==> src/rtl/cdc_handshake_tx.sv <==
// rtl/cdc_handshake_tx.sv - four-phase req/ack sender with ack synchronizer; optional timeout abort under CDC_TX_TIMEOUT_EN
module cdc_handshake_tx #(
  parameter int WIDTH          = 8,
  parameter int SYNC_STAGES    = 2,
  parameter int TIMEOUT_CYCLES = 1024
) (
  input  logic             clk,
  input  logic             rst_n,
  input  logic [WIDTH-1:0] in_data,
  input  logic             in_valid,
  output logic             in_ready,
  output logic             req,
  output logic [WIDTH-1:0] tx_data,
  input  logic             ack,
  output logic             done,
  output logic             err
);

  localparam logic [1:0] IDLE   = 2'd0;
  localparam logic [1:0] REQ_HI = 2'd1;
  localparam logic [1:0] REQ_LO = 2'd2;

  if (SYNC_STAGES < 2 || TIMEOUT_CYCLES < 2) begin : g_param_check
    $error("cdc_handshake_tx: SYNC_STAGES and TIMEOUT_CYCLES must be >= 2");
  end

  logic [SYNC_STAGES-1:0] ack_sync;
  logic                   ack_s;
  logic [1:0]             state;
  logic [1:0]             state_nxt;
  logic                   accept;
  logic                   complete;
  logic                   tmo_hit;

  always_ff @(posedge clk or negedge rst_n) begin
    if (!rst_n) begin
      ack_sync <= '0;
    end else begin
      ack_sync <= {ack_sync[SYNC_STAGES-2:0], ack};
    end
  end

  assign ack_s    = ack_sync[SYNC_STAGES-1];
  assign in_ready = (state == IDLE) && !ack_s;
  assign accept   = in_valid && in_ready;
  assign complete = (state == REQ_LO) && !ack_s;

  // A real handshake edge always wins over a timeout hitting in the same cycle.
  always_comb begin
    state_nxt = state;
    case (state)
      IDLE:    if (accept) state_nxt = REQ_HI;
      REQ_HI:  if (ack_s) state_nxt = REQ_LO;
               else if (tmo_hit) state_nxt = IDLE;
      REQ_LO:  if (!ack_s) state_nxt = IDLE;
               else if (tmo_hit) state_nxt = IDLE;
      default: state_nxt = IDLE;
    endcase
  end

  always_ff @(posedge clk or negedge rst_n) begin
    if (!rst_n) begin
      state   <= IDLE;
      req     <= 1'b0;
      tx_data <= '0;
      done    <= 1'b0;
    end else begin
      state <= state_nxt;
      req   <= (state_nxt == REQ_HI);
      done  <= complete;
      if (accept) begin
        tx_data <= in_data;
      end
    end
  end

`ifdef CDC_TX_TIMEOUT_EN
  localparam int CNT_W = $clog2(TIMEOUT_CYCLES + 1);

  logic [CNT_W-1:0] tmo_cnt;
  logic             abort;

  assign tmo_hit = (tmo_cnt == CNT_W'(TIMEOUT_CYCLES - 1));
  assign abort   = (state != IDLE) && (state_nxt == IDLE) && !complete;

  // Counter restarts on every state change, so it measures time spent in one phase.
  always_ff @(posedge clk or negedge rst_n) begin
    if (!rst_n) begin
      tmo_cnt <= '0;
      err     <= 1'b0;
    end else begin
      err <= abort;
      if (state_nxt != state || state_nxt == IDLE) begin
        tmo_cnt <= '0;
      end else begin
        tmo_cnt <= tmo_cnt + CNT_W'(1);
      end
    end
  end
`else
  assign tmo_hit = 1'b0;
  assign err     = 1'b0;
`endif

endmodule

==> config.mk <==
export PLATFORM = sky130hd
export DESIGN_NAME = cdc_handshake_tx
export DESIGN_NICKNAME = d
export VERILOG_FILES = /design/src/rtl/cdc_handshake_tx.sv
export SDC_FILE = /design/constraint.sdc
export NUM_CORES = 1
export LEC_CHECK = 0
export BUFFER_PORTS_ARGS = -buffer_cell sky130_fd_sc_hd__buf_2
export CAP_MARGIN = 0
export CORE_AREA = 5 5 42 44
export CTS_CLUSTER_SIZE = 12
export DETAILED_ROUTE_END_ITERATION = 10
export DIE_AREA = 0 0 47 49
export PLACE_DENSITY = 0.74
export SYNTH_ARGS = -nofsm -noshare
export SYNTH_HDL_FRONTEND = slang
export SYNTH_SLANG_ARGS = --single-unit
==> constraint.sdc <==
create_clock -name clk -period 1.5 [get_ports clk]
set_input_delay 0.15 -clock clk [delete_from_list [all_inputs] [get_ports clk]]
set_output_delay 0.15 -clock clk [all_outputs]
set_load 0.1 [all_outputs]
==> impl_metrics.py, run 1 <==
metrics = {
    "synthesis": {
        "yosysTopAreaCell": "dfrtp_1",
        "synthCells": 32,
        "syn_area_um2": 518,
        "yosysWarnings": 0,
        "yosysTopAreaCellShare_pct": 67.6,
        "avgSynthCellArea_um2": 16.2,
        "synth_cell_types": 10,
        "seq_area_frac_synth_pct": 67.6,
        "synth_area_leaders": "dfrtp_1, mux2_2, nor4b_4",
        "synth_seq_cells": 14,
        "synth_nets": 44,
    },
    "route": {
        "ant_nets": 0,
        "drt_first_pass_iters": 1,
        "drc_errors": 0,
        "drt-initial-drc-count": 0,
        "wire_per_inst_um": 12.4,
        "vias_per_cell": 4.53,
        "route.vias.total": 358,
        "routed_wl_um": 977,
    },
    "cells_and_area": {
        "drive_gt1_share_pct": 65.1,
        "final_util_pct": 53.8,
        "final_nets": 76,
        "layout_commonest_cell": "buf_2",
        "syn_to_final_growth_pct": 45.4,
        "fillers": 136,
        "antennaDiodeCount": 0,
        "layout_common_cells": "buf_2, dfrtp_1, mux2_2",
    },
    "worst_setup_path": {
        "reg2reg_to": "tx_data[0]",
        "slowest_delay_ns": 0.41,
        "cp_max_fo": 5,
        "crit_chain": "buf_4 > nor3_4 > buf_12",
        "arrival_ns": 1.25,
        "cpMaxStageDelayCell": "dfrtp_1",
        "rrSetupSlack_ns": 0.17,
        "timing_worst_setup_path_type": "register to primary output",
        "cp-end-kind": "primary output",
        "r2r_start": "ack_sync[1]",
        "required_ns": 1.35,
        "reg2reg_depth": 3,
        "worst_setup_path_start_kind": "register",
    },
    "sta": {
        "finalHoldViolations": 0,
        "fin_crit_sh_pct": 93.6,
        "rsz0062_at_grt": "no",
        "setup_viol": 0,
        "clock.fmax_mhz": 712,
        "tns_ns": 0,
        "finalMaxSlewViolations": 0,
        "worst_clock_skew_ns": 0.00298,
        "fin_crit_ns": 1.40,
        "worst_slack_ns": 0.0965,
    },
    "worst_hold_path": {
        "holdPathStages": 2,
        "hold_class": "input port to register",
        "min_from": "in_data[3]",
        "holdPathEnd": "tx_data[3]",
    },
    "floorplanning": {
        "rows": 14,
        "start_util_pct": 37.0,
        "die_area_mm2": 0.00230,
        "fp.dieW_um": 47,
        "die_y_um": 49,
        "io_pins": 24,
        "core_area_mm2": 0.00140,
    },
    "pwr": {
        "leakagePower_nw": 0.374,
        "powerDensity_mw_per_mm2": 2030,
        "max-vdd-ir-drop_v": 0.000963,
    },
    "clocking": {
        "cts_tree": "yes",
        "cts_resized": 0,
        "cts_made_buffers": 3,
        "cts.sinks": 14,
        "cts.clk_slew.worst_paths_ns": 0.08,
        "ctsHoldBuffers": 2,
        "clkLatencyLatePin_ns": 0.27,
        "clk_path_buf_depth": 2,
        "cts_root_buf": "clkbuf_4",
        "cts_setup_buffers": 0,
        "htreeDepth": 1,
    },
    "placement": {
        "io_buffers": 22,
        "place_ws_ns": 0.169,
        "gp_congestion": 0.681,
    },
    "global_route": {
        "use_met1_pct": 12.6,
        "use_met3_pct": 2.58,
        "grt-busiest-layer": "met2",
        "antenna_found_initial": 0,
        "first_global_vias": 412,
        "overflow": 0,
        "grtUsageMet2_pct": 15.6,
        "grt_pass1_wl_um": 1700,
        "grt_max_degree": 15,
        "grt_usage_pct": 10.4,
    },
    "job": {
        "cap_violations": 0,
    },
    "outcome": {
        "status": "finished, final reports clean",
    },
}
## cells in the mapped netlist (all sizes together)
library cell and count:
conb 1, dfrtp 14, nor2 1, nor3b 1, xor2 1, buf 1
and2 1, nor3 3, nor4b 1, mux2 8
## critical path: cells and delay by family (launching register included)
| kind | cells | cell delay [ns] |
|---|---|---|
| flip-flops | 1 | 0.41 |
| buffers and inverters | 2 | 0.37 |
| AND/OR/NAND/NOR | 1 | 0.21 |
## cell families (layout without fill, tap and decap cells)
| group | count (synthesis) | count (layout) | share of synthesized area [%] |
|---|---|---|---|
| xor gates and xnor gates | 1 | 1 | 1.69 |
| buffers and inverters | 1 | 32 | 1.45 |
| DFF | 14 | 14 | 67.6 |
| muxes | 8 | 8 | 17.4 |
| other | 1 | 1 | 0.724 |
| and+or+nand+nor | 7 | 7 | 11.1 |
## cell type report
class | instances | area, µm² | share of cell area [%]
Tap cell | 16 | 20.0 | 2.66
Sequential cell | 14 | 350 | 46.5
Clock buffer | 4 | 36.3 | 4.82
Multi-Input combinational cell | 17 | 171 | 22.8
Timing Repair Buffer | 28 | 175 | 23.3
## per-stage QoR
stage	cell area [µm²]	hold WS (ns)	instances	power (mW)
after global routing	753	0.0967	79	1.60
after detailed placement	697	0.0573	73	1.28
after global placement	697	0.0587	73	1.27
final	753	0.102	79	1.53
after CTS	753	0.0883	79	1.55
after floorplan	529	-0.146	32	1.13
## report_power, final
group | internal (mW) | switching (mW) | leakage (nW)
Clock | 0.148 | 0.114 | 0.0210
Sequential | 0.453 | 0.0404 | 0.170
Combinational | 0.150 | 0.627 | 0.184
## sequential cells by signal, summed over array words and instances, names as in the netlist
signal / flops
tx_data: 8
ack_sync: 2
state: 2
done: 1
req: 1
## metal layers
metal | routed length (µm) | share of wire (%)
met1 | 384 | 39
met2 | 480 | 49
met3 | 101 | 10
met4 | 10 | 1.0
met5 | 0 | 0
## worst max path at each step
stage,to,slack [ns],start
floorplan,tx_data[0],0.06,ack_sync[1]
global placement,tx_data[5],0.19,ack_sync[1]
detailed placement,tx_data[0],0.17,ack_sync[1]
CTS,in_ready,0.08,ack_sync[1]
global route,in_ready,0.04,ack_sync[1]
finish,in_ready,0.1,ack_sync[1]
No activity file was read; power rests on OpenSTA's default activity.
==> run 2: changes to the inputs <==
==> config.mk (replaced) <==
export PLATFORM = sky130hd
export DESIGN_NAME = cdc_handshake_tx
export DESIGN_NICKNAME = d
export VERILOG_FILES = /design/src/rtl/cdc_handshake_tx.sv
export SDC_FILE = /design/constraint.sdc
export NUM_CORES = 1
export LEC_CHECK = 0
export CAP_MARGIN = 0
export CORE_AREA = 5 5 42 44
export CTS_CLUSTER_SIZE = 12
export DETAILED_ROUTE_END_ITERATION = 10
export DIE_AREA = 0 0 47 49
export DONT_BUFFER_PORTS = 1
export PLACE_DENSITY = 0.58
export RECOVER_POWER = 25
export SYNTH_ARGS = -nofsm -noshare
export SYNTH_HDL_FRONTEND = slang
export SYNTH_SLANG_ARGS = --single-unit
==> impl_metrics.py, run 2 (same netlist as run 1, synthesis figures left out) <==
metrics = {
    "sta": {
        "tns_ns": 0,
        "worst_pin_slew_ns": 0.639,
        "max_slew_margin_pct": 57.3,
        "worst_slack_ns": 0.0650,
        "finalHoldViolations": 0,
        "fin_crit_sh_pct": 95.7,
        "setup_viol": 0,
        "finalMaxSlewViolations": 0,
        "clock.fmax_mhz": 697,
        "rsz0062_at_grt": "no",
        "worst_clock_skew_ns": 0.00419,
        "fin_crit_ns": 1.43,
    },
    "global_route": {
        "grt_max_degree": 15,
        "antenna_found_initial": 0,
        "grt_usage_pct": 10.7,
        "overflow": 0,
        "first_global_vias": 385,
        "grt_pass1_wl_um": 1730,
    },
    "floorplanning": {
        "start_util_pct": 37.0,
        "core_area_mm2": 0.00140,
        "die_y_um": 49,
        "die_area_mm2": 0.00230,
        "rows": 14,
        "fp.dieW_um": 47,
        "io_pins": 24,
    },
    "job": {
        "cap_violations": 0,
    },
    "clocking": {
        "clkLatencyLatePin_ns": 0.27,
        "cts_tree": "yes",
        "cts_root_buf": "clkbuf_4",
        "cts_resized": 0,
        "htreeDepth": 1,
        "cts.clk_slew.worst_paths_ns": 0.09,
        "cts.sinks": 14,
        "cts_setup_buffers": 0,
        "cts_made_buffers": 3,
        "clk_path_buf_depth": 2,
        "ctsHoldBuffers": 2,
    },
    "cells_and_area": {
        "largest_reg_flops": 8,
        "final_nets": 65,
        "layout_common_cells": "dfrtp_1, buf_4, mux2_2",
        "antennaDiodeCount": 0,
        "final_util_pct": 51.6,
        "drive_gt1_share_pct": 57.7,
        "syn_to_final_growth_pct": 39.6,
        "regMostFlops": "tx_data",
        "top_regs": "tx_data x8, ack_sync x2, state x2",
    },
    "worst_setup_path": {
        "cp_max_fo": 5,
        "crit_path_start": "ack_sync[1]",
        "cp-end-kind": "primary output",
        "arrival_ns": 1.28,
        "reg2reg_to": "tx_data[6]",
        "rrSetupSlack_ns": 0.13,
        "required_ns": 1.35,
        "timing_worst_setup_path_type": "register to primary output",
        "worst_setup_path_start_kind": "register",
        "reg2reg_depth": 3,
        "r2r_start": "ack_sync[1]",
    },
    "worst_hold_path": {
        "holdPathEnd": "tx_data[7]",
        "min_from": "in_data[7]",
        "holdPathStages": 1,
        "hold_class": "input port to register",
    },
    "route": {
        "ant_nets": 0,
        "drt-initial-drc-count": 1,
        "route.vias.total": 314,
        "routed_wl_um": 1060,
        "drc_errors": 0,
        "drt_first_pass_iters": 2,
        "vias_per_cell": 4.62,
        "wire_per_inst_um": 15.6,
    },
    "placement": {
        "io_buffers": 0,
        "place_ws_ns": 0.136,
        "hpwl_um": 858,
        "gp_congestion": 0.720,
    },
    "pwr": {
        "leakagePower_nw": 0.338,
        "power_mw": 1.57,
        "max-vdd-ir-drop_v": 0.00105,
        "powerDensity_mw_per_mm2": 2170,
    },
    "outcome": {
        "status": "finished, final reports clean",
    },
}
-- run 2: worst max-delay path by stage --
| stage | endpoint | slack [ns] | cells after the start |
|---|---|---|---|
| floorplan | tx_data[0] | 0.06 | 2 |
| global placement | tx_data[7] | 0.19 | 3 |
| CTS | in_ready | 0.05 | 3 |
| detailed placement | tx_data[6] | 0.14 | 3 |
| global route | in_ready | 0.02 | 3 |
| finish | in_ready | 0.07 | 3 |
-- run 2: per-stage QoR --
step | cells | hold WS [ns] | instance area [µm²]
3_5_place_dp | 62 | -0.145 | 667
2_1_floorplan | 32 | -0.146 | 529
3_3_place_gp | 62 | -0.145 | 667
4_1_cts | 68 | 0.0155 | 723
5_1_grt | 68 | 0.00248 | 723
6_report | 68 | 0.0209 | 723
-- run 2: critical path: stages, from the launching register on --
cell,delay (ns)
dfrtp_1,0.41
buf_4,0.17
nor3_4,0.22
buf_12,0.20
-- run 2: cell type report --
cell class	count	area (µm²)
tap	16	20.0
sequential	14	350
timing repair buffer	17	145
multi-input combinational	17	171
fill	129	678
clock buffer	4	36.3
-- run 2: metal layers --
metal | up-vias | routed length (µm) | track usage [%]
met4 | 0 | 0 | 4.15
li1 | 148 | - | -
met2 | 13 | 638 | 19.5
met5 | - | 0 | 0
met3 | 0 | 71 | 2.58
met1 | 153 | 354 | 11.1
-- run 2: power breakdown --
| part | internal (mW) | switching (mW) |
|---|---|---|
| logic | 0.181 | 0.628 |
| registers | 0.453 | 0.0418 |
| clock network | 0.147 | 0.118 |
| total | 0.782 | 0.788 |
==> run 3: changes to the inputs <==
--- a/config.mk
+++ b/config.mk
@@ -6,12 +6,12 @@
 export NUM_CORES = 1
 export LEC_CHECK = 0
 export CAP_MARGIN = 0
-export CORE_AREA = 5 5 42 44
+export CORE_AREA = 2 2 39 41
 export CTS_CLUSTER_SIZE = 12
 export DETAILED_ROUTE_END_ITERATION = 10
-export DIE_AREA = 0 0 47 49
+export DIE_AREA = 0 0 41 43
 export DONT_BUFFER_PORTS = 1
-export PLACE_DENSITY = 0.58
+export PLACE_DENSITY = 0.6
 export RECOVER_POWER = 25
 export SYNTH_ARGS = -nofsm -noshare
 export SYNTH_HDL_FRONTEND = slang
==> impl_metrics.py, run 3 (same netlist as run 1, synthesis figures left out) <==
metrics = {
    "route": {
        "drt-initial-drc-count": 2,
        "ant_nets": 0,
        "drt_first_pass_iters": 2,
        "wire_per_inst_um": 15.0,
        "routed_wl_um": 1000,
        "drc_errors": 0,
        "vias_per_cell": 4.76,
        "route.vias.total": 319,
    },
    "global_route": {
        "grt_pass1_wl_um": 1590,
        "antenna_found_initial": 0,
        "grt_max_degree": 15,
        "grt_usage_pct": 14.3,
        "overflow": 0,
        "first_global_vias": 348,
    },
    "cells_and_area": {
        "antennaDiodeCount": 0,
        "fillers": 123,
        "layout_common_cells": "dfrtp_1, buf_4, mux2_2",
        "syn_to_final_growth_pct": 36.0,
        "final_nets": 65,
        "largest_reg_flops": 8,
        "drive_gt1_share_pct": 56.9,
        "regMostFlops": "tx_data",
        "top_regs": "tx_data x8, ack_sync x2, state x2",
    },
    "sta": {
        "max_slew_margin_pct": 58.8,
        "fin_crit_ns": 1.43,
        "tns_ns": 0,
        "worst_pin_slew_ns": 0.615,
        "finalHoldViolations": 0,
        "rsz0062_at_grt": "no",
        "clock.fmax_mhz": 699,
        "setup_viol": 0,
        "worst_clock_skew_ns": 0.00356,
        "finalMaxSlewViolations": 0,
        "fin_crit_sh_pct": 95.4,
        "finalHoldWorstSlack_ns": 0.0297,
    },
    "pwr": {
        "power_mw": 1.49,
        "power_frac_comb_pct": 53.7,
        "powerDensity_mw_per_mm2": 2120,
        "p_seq_share_pct": 33.3,
        "switching_share_pct": 51.6,
        "p_sw_mw": 0.771,
        "leakagePower_nw": 0.329,
        "pwr-share-clk_pct": 13.0,
        "p_int_mw": 0.723,
        "max-vdd-ir-drop_v": 0.00120,
    },
    "worst_setup_path": {
        "crit_buf_inv": 2,
        "cp_max_fo": 5,
        "critical_path.top_delay_family": "flip-flops",
        "cpMaxStageDelayCell": "dfrtp_1",
        "cp-end-kind": "primary output",
        "required_ns": 1.35,
        "crit_chain": "buf_4 > nor3_4 > buf_8",
        "slowest_delay_ns": 0.41,
        "arrival_ns": 1.28,
        "worst_setup_path_start_kind": "register",
        "timing_worst_setup_path_type": "register to primary output",
    },
    "floorplanning": {
        "io_pins": 24,
        "die_area_mm2": 0.00176,
        "core_area_mm2": 0.00138,
        "die_y_um": 43,
        "rows": 14,
        "fp.dieW_um": 41,
        "start_util_pct": 37.4,
    },
    "clocking": {
        "htreeDepth": 1,
        "cts.clk_slew.worst_paths_ns": 0.08,
        "cts.sinks": 14,
        "cts_root_buf": "clkbuf_4",
        "cts_made_buffers": 3,
        "cts_tree": "yes",
        "cts_setup_buffers": 0,
        "clk_path_buf_depth": 2,
        "clkLatencyLatePin_ns": 0.26,
    },
    "job": {
        "cap_violations": 0,
    },
    "placement": {
        "gp_congestion": 0.579,
        "hpwl_um": 819,
        "io_buffers": 0,
    },
    "outcome": {
        "status": "finished, final reports clean",
    },
    "worst_hold_path": {
        "hold_class": "input port to register",
    },
}
==> run 3: changes by cell type in the layout (fill, tap and decap cells not counted), sizes merged <==
| cell | delta |
|---|---|
| clkbuf | -1 |
==> run 3: worst paths after layout <==
kind | start | end | slack, ns | depth (start not counted)
setup / recovery | ack_sync[1] | in_ready | 0.07 | 3
hold / removal | in_data[1] | tx_data[1] | 0.03 | 1
setup reg to reg | ack_sync[1] | tx_data[7] | 0.14 | 3
hold reg to reg | ack_sync[0] | ack_sync[1] | 0.35 | 0
max in group asynchronous | rst_n | ack_sync[0] | 0.77 | 1
min in group asynchronous | rst_n | state[1] | 0.33 | 1
==> run 3: power groups by stage <==
stage | combinational [mW] | sequential [mW] | clock [mW]
floorplan | 0.125 | 1.01 | 0
detailed placement | 0.792 | 0.505 | 0
global route | 0.821 | 0.506 | 0.231
CTS | 0.806 | 0.498 | 0.206
global placement | 0.780 | 0.498 | 0
finish | 0.803 | 0.497 | 0.194
==> run 3: worst register-to-register path, delay by kind of cell (launching register included) <==
kind | cells | cell delay (ns)
flip-flops | 1 | 0.41
multiplexers | 1 | 0.35
AND/OR/NAND/NOR | 1 | 0.28
buffers and inverters | 1 | 0.21
==> run 3: area by class of cell <==
cell class	instances	area, µm²	share of cell area (%)
flip-flops and latches	14	350	49.7
multi-input cells	17	171	24.3
repair buffers	17	140	19.9
clock buffers	3	22.5	3.20
well taps	16	20.0	2.84
==> run 3: metal layers <==
| metal | routed length [µm] | track usage [%] | vias up |
|---|---|---|---|
| met5 | 0 | 0 | - |
| met4 | 0 | 4.00 | 0 |
| met2 | 567 | 23.4 | 15 |
| li1 | - | - | 150 |
| met3 | 69 | 6.81 | 0 |
| met1 | 365 | 15.7 | 154 |
==> run 3: timing repair <==
action,4_1_cts,5_1_grt
endpoints found under the setup margin,1,1
gates cloned,0,0
gates resized for setup,1,1
endpoints found under the hold margin,15,0
hold buffers,2,0
==> run 3: through the flow <==
stage          instances  area, µm²  utilization, %  setup WS (ns)
3_3_place_gp          62        654            47.3          0.195
6_report              67        704            50.9         0.0686
3_5_place_dp          62        654            47.3          0.124
5_1_grt               67        704            50.9        0.00843
4_1_cts               67        701            50.6         0.0335
2_1_floorplan         32        529               -         0.0614
